### config.mk
export PLATFORM = sky130hd
export DESIGN_NAME = elbeth_if_stage
export DESIGN_NICKNAME = d
export VERILOG_FILES = /design/src/rtl/elbeth_if_stage.sv
export SDC_FILE = /design/constraint.sdc
export NUM_CORES = 1
export LEC_CHECK = 0
export ABC_AREA = 1
export BUFFER_PORTS_ARGS = -buffer_cell sky130_fd_sc_hd__buf_2
export CAP_MARGIN = 20
export CORE_ASPECT_RATIO = 1.5
export CORE_UTILIZATION = 45
export CTS_CLUSTER_DIAMETER = 30
export DETAILED_ROUTE_END_ITERATION = 10
export PLACE_DENSITY_LB_ADDON = 0.08
export SLEW_MARGIN = 20
export SYNTH_ARGS = -nofsm -noshare
export SYNTH_HDL_FRONTEND = slang
export SYNTH_SLANG_ARGS = --single-unit
### constraint.sdc
create_clock -name clk -period 1.44 [get_ports clk]
set_input_delay 0.432 -clock clk [delete_from_list [all_inputs] [get_ports clk]]
set_output_delay 0.432 -clock clk [all_outputs]
set_load 0.01 [all_outputs]
### src/rtl/elbeth_if_stage.sv
// Instruction fetch: owns the PC and drives imem over req/ready. Outputs are registered, so data lands one cycle after ready.
// On stall a ready word parks in a one-entry skid buffer. Misaligned-target trap is enabled by `ELBETH_IF_MISALIGN_EN.
module elbeth_if_stage #(
  parameter logic [31:0] RESET_PC  = 32'h0000_0000,
  parameter logic [31:0] NOP_INSTR = 32'h0000_0013
) (
  input  logic        clk,
  input  logic        rst,
  input  logic        ctrl_stall,
  input  logic        ex_branch_taken,
  input  logic [31:0] ex_branch_target,
  output logic        imem_req,
  output logic [31:0] imem_addr,
  input  logic        imem_ready,
  input  logic [31:0] imem_data,
  output logic [31:0] if_instruction,
  output logic [31:0] if_pc,
`ifdef ELBETH_IF_MISALIGN_EN
  output logic        if_exc_misaligned,
`endif
  output logic        if_valid
);

`ifdef ELBETH_IF_MISALIGN_EN
  typedef enum logic [1:0] {S_IDLE, S_FETCH, S_HOLD, S_TRAP} state_t;
`else
  typedef enum logic [1:0] {S_IDLE, S_FETCH, S_HOLD} state_t;
`endif

  state_t      state_q, state_d;
  logic [31:0] pc_q, pc_d;
  logic [31:0] instr_q, instr_d;
  logic [31:0] ifpc_q, ifpc_d;
  logic        vld_q, vld_d;
  logic [31:0] skid_dat_q, skid_dat_d;
  logic [31:0] skid_pc_q, skid_pc_d;
  logic        skid_vld_q, skid_vld_d;
`ifdef ELBETH_IF_MISALIGN_EN
  logic        exc_q, exc_d;
`endif

  always_ff @(posedge clk) begin
    if (rst) begin
      state_q    <= S_IDLE;
      pc_q       <= RESET_PC;
      instr_q    <= NOP_INSTR;
      ifpc_q     <= 32'h0000_0000;
      vld_q      <= 1'b0;
      skid_dat_q <= 32'h0000_0000;
      skid_pc_q  <= 32'h0000_0000;
      skid_vld_q <= 1'b0;
`ifdef ELBETH_IF_MISALIGN_EN
      exc_q      <= 1'b0;
`endif
    end else begin
      state_q    <= state_d;
      pc_q       <= pc_d;
      instr_q    <= instr_d;
      ifpc_q     <= ifpc_d;
      vld_q      <= vld_d;
      skid_dat_q <= skid_dat_d;
      skid_pc_q  <= skid_pc_d;
      skid_vld_q <= skid_vld_d;
`ifdef ELBETH_IF_MISALIGN_EN
      exc_q      <= exc_d;
`endif
    end
  end

  always_comb begin
    state_d    = state_q;
    pc_d       = pc_q;
    instr_d    = instr_q;
    ifpc_d     = ifpc_q;
    vld_d      = vld_q;
    skid_dat_d = skid_dat_q;
    skid_pc_d  = skid_pc_q;
    skid_vld_d = skid_vld_q;
`ifdef ELBETH_IF_MISALIGN_EN
    exc_d      = exc_q;
`endif
    // Redirect beats stall and ready; any word returned this cycle is dropped.
    if (ex_branch_taken) begin
      skid_vld_d = 1'b0;
      instr_d    = NOP_INSTR;
`ifdef ELBETH_IF_MISALIGN_EN
      pc_d = ex_branch_target;
      if (ex_branch_target[1:0] != 2'b00) begin
        state_d = S_TRAP;
        vld_d   = 1'b1;
        ifpc_d  = ex_branch_target;
        exc_d   = 1'b1;
      end else begin
        state_d = S_FETCH;
        vld_d   = 1'b0;
        exc_d   = 1'b0;
      end
`else
      pc_d    = ex_branch_target & ~32'h0000_0003;
      state_d = S_FETCH;
      vld_d   = 1'b0;
`endif
    end else begin
      case (state_q)
        S_IDLE: state_d = S_FETCH;
        S_FETCH: begin
          if (imem_ready) begin
            pc_d = pc_q + 32'd4;
            if (ctrl_stall) begin
              skid_dat_d = imem_data;
              skid_pc_d  = pc_q;
              skid_vld_d = 1'b1;
              state_d    = S_HOLD;
            end else begin
              instr_d = imem_data;
              ifpc_d  = pc_q;
              vld_d   = 1'b1;
            end
          end else if (!ctrl_stall) begin
            instr_d = NOP_INSTR;
            vld_d   = 1'b0;
          end
        end
        S_HOLD: begin
          if (!ctrl_stall) begin
            instr_d    = skid_dat_q;
            ifpc_d     = skid_pc_q;
            vld_d      = skid_vld_q;
            skid_vld_d = 1'b0;
            state_d    = S_FETCH;
          end
        end
        default: state_d = state_q;
      endcase
    end
  end

  assign imem_req       = (state_q == S_FETCH);
  assign imem_addr      = pc_q;
  assign if_instruction = instr_q;
  assign if_pc          = ifpc_q;
  assign if_valid       = vld_q;
`ifdef ELBETH_IF_MISALIGN_EN
  assign if_exc_misaligned = exc_q;
`endif

endmodule

==> impl_metrics.tcl <==
set metrics [dict create \
    firstDrtPassIters 5 \
    viasPerCell 5.552 \
    synth_cells 966 \
    rows 55 \
    violations "negative setup slack" \
    io_pins 167 \
    path_max_fanout 5 \
    report.final.hold_viol_count 0 \
    grt_max_degree 53 \
    worstReg2RegEnd "if_pc[8]$_SDFFE_PP0P_" \
    worst_slack_ps -207.2 \
    p_switching_uw 3562 \
    ys_seq_area_frac 0.4484 \
    reg2reg_depth 10 \
    drive_gt1_frac 0.4206 \
    grt_usage 0.3088 \
    power.total_uw 12150 \
    combPwrFrac 0.210 \
    worstSetupEndpointType "register" \
    cts_max_level 4 \
    grt_pass1_vias 7487 \
    period_needed_ps 1647 \
    die_h_microns 155.3 \
    synth_area_sq_um 7054 \
    async_flop_share 0 \
    r2r_slack_ps -210 \
    max_clock_freq_ghz 0.6071 \
    route.detailed.wl_per_inst_microns 18.54 \
    switching_share 0.2932 \
    start_util 0.4638 \
    setup_viol 155 \
    cts_root_buf "clkbuf_16" \
    die_area_sq_um 16190 \
    synth-seq-cells 158 \
    clock_power_share 0.392 \
    syn_to_final_growth_pct 57.59 \
    clock_sinks 158 \
    leakagePower_uw 0.004870 \
    status "complete, but fails checks" \
    grt_remaining_overflow 0 \
    die-width_microns 104.2 \
    crit_path_start_kind "register" \
    hold_buffers 0 \
    worst_ep_required_time_ps 1790 \
    diodes 0 \
    holdPathEnd "skid_dat_q[10]$_SDFFE_PP0P_" \
    cts.path.max_buffers 2 \
    routed_wl_mm 26.92 \
    route.vias.total 8061 \
    grt_antenna_before_repair 0 \
    ant_nets 0 \
    cts_inserted_buffers 17 \
    hold_slack_ps 235.2 \
    synth_warnings 0 \
    hold_depth 3 \
    cts_tree "done" \
    fp.coreArea_sq_um 15210 \
    grt_pass1_wl_mm 38.83 \
    io_buffers 160 \
    synth_edf_count 0 \
    hold_path_class "in2reg" \
    drc_errors 0 \
    critPathKind "reg2reg" \
    path_clk_slew_ps 70 \
    ys_types 39 \
    final-instance-count-excl-fill 1452 \
    fin_nets 1315 \
    p_seq_frac 0.398 \
    gp_congestion 0.9111 \
    hpwl_mm 16.07 \
    clock_skew_ps 14.27 \
    final_cell_mix "nand2_1 (177), buf_2 (131), dfxtp_1 (126)" \
    fin_crit_sh 1.144 \
    fillCellCount 1181 \
    arrival_ps 2000 \
    drt-initial-drc-count 350 \
    min_from "imem_data[10]" \
    worstReg2RegStart "state_q[0]$_SDFFE_PP0P_" \
    final_common_cell "nand2_1" \
    max-vdd-ir-drop_mv 0.7932 \
    dp.cells 1366 \
    synth_area_per_cell_sq_um 7.303 \
    utilization 0.7310 \
    maxCapViolations 0 \
    finalMaxSlewViolations 0 \
    cellPowerDensity_nw_per_um2 1093 \
    clock_latency_ps 440 \
    synth_ff_type "dfxtp_1" \
    rsz0062_at_grt "yes" \
    power.internal_uw 8587 \
    finalSetupTns_ps -15220 \
]
-- worst max-delay path: stages (launching register included) --
cell	delay (ps)
dfxtp_4	380
inv_4	50
ha_4	260
inv_2	30
nor2_1	90
nand4_1	130
inv_4	130
buf_12	140
buf_12	120
o21ai_2	60
a31oi_2	180
-- Yosys cell counts, types with 5 or more instances --
cell type / n / area, sq um
nor2_2: 6 / 37.54
o21ai_0: 149 / 745.7
inv_1: 68 / 255.2
nor3_1: 5 / 25.02
nor2_1: 93 / 349.1
a22oi_1: 22 / 165.2
a31oi_1: 36 / 225.2
ha_1: 5 / 62.56
nand2_1: 185 / 694.4
dfxtp_1: 158 / 3163
nor2_4: 5 / 56.30
buf_4: 5 / 37.54
a21oi_1: 93 / 465.5
nand2_2: 5 / 31.28
clkbuf_1: 36 / 135.1
inv_2: 6 / 22.52
nand3_1: 28 / 140.1
buf_2: 20 / 100.1
xor2_1: 8 / 70.07
-- power groups by stage --
stage	registers (uW)	logic, uW	clock network, uW
2_1_floorplan	4980	800	0
3_5_place_dp	4890	1740	0
6_report	4830	2560	4760
4_1_cts	4810	2230	4750
5_1_grt	4860	2720	4960
3_3_place_gp	4890	1730	0
-- what timing repair did --
item / in CTS / in global routing
setup endpoints to repair: 174 / 180
resized for setup: 232 / 152
pin swaps: 23 / 31
setup buffers: 31 / 16
cloned: 10 / 9
-- layout make-up --
class	count	area, sq um	share of cell area
timing repair inverter	2	22.52	0.002026
inverter	76	327.8	0.02949
clock buffer	19	464.2	0.04176
tap	199	249.0	0.02240
sequential	158	3231	0.2906
timing repair buffer	315	2829	0.2545
multi-input combinational	671	3849	0.3462
clock inverter	12	145.1	0.01306
-- layer usage --
metal	track usage	wire length, microns
met1	0.3379	9728
met2	0.5467	14040
met3	0.05237	1525
met4	0.2075	1625
met5	0	0
-- through the flow --
stage | setup WS, ps | instance area (sq um)
5_1_grt | -248.0 | 11120
6_report | -207.2 | 11120
3_3_place_gp | -133.6 | 8752
3_5_place_dp | -157.9 | 8752
2_1_floorplan | -15.48 | 7114
4_1_cts | -162.4 | 10490
-- cell families (layout without fill, tap and decap cells) --
| logic type | count (synthesis) | in the layout | share of synthesized area |
|---|---|---|---|
| compound gates | 314 | 314 | 0.2407 |
| xor+xnor | 8 | 8 | 0.009933 |
| fa+ha+maj | 5 | 5 | 0.008868 |
| buf+inv | 140 | 424 | 0.08372 |
| flops | 158 | 158 | 0.4484 |
| other cells | 1 | 4 | 0.0005316 |
| simple gates | 340 | 340 | 0.2079 |
-- worst max path at each step --
stage	from	end
after CTS	state_q[1]$_SDFFE_PP0P_	if_pc[17]$_SDFFE_PP0P_
after detailed placement	imem_addr[3]$_SDFFE_PP0P_	imem_addr[20]$_SDFFE_PP0P_
after global placement	imem_addr[3]$_SDFFE_PP0P_	imem_addr[20]$_SDFFE_PP0P_
after floorplan	state_q[1]$_SDFFE_PP0P_	skid_dat_q[23]$_SDFFE_PP0P_
final	state_q[0]$_SDFFE_PP0P_	if_pc[8]$_SDFFE_PP0P_
after global routing	state_q[0]$_SDFFE_PP0P_	if_pc[28]$_SDFFE_PP0P_
-- sequential cells by signal, summed over array words and instances, names as in the netlist --
register / cells
skid_pc_q: 30
imem_addr: 30
if_instruction: 32
skid_dat_q: 32
skid_vld_q: 1
if_pc: 30
state_q: 2
if_valid: 1
No activity file was read; power rests on OpenSTA's default activity.
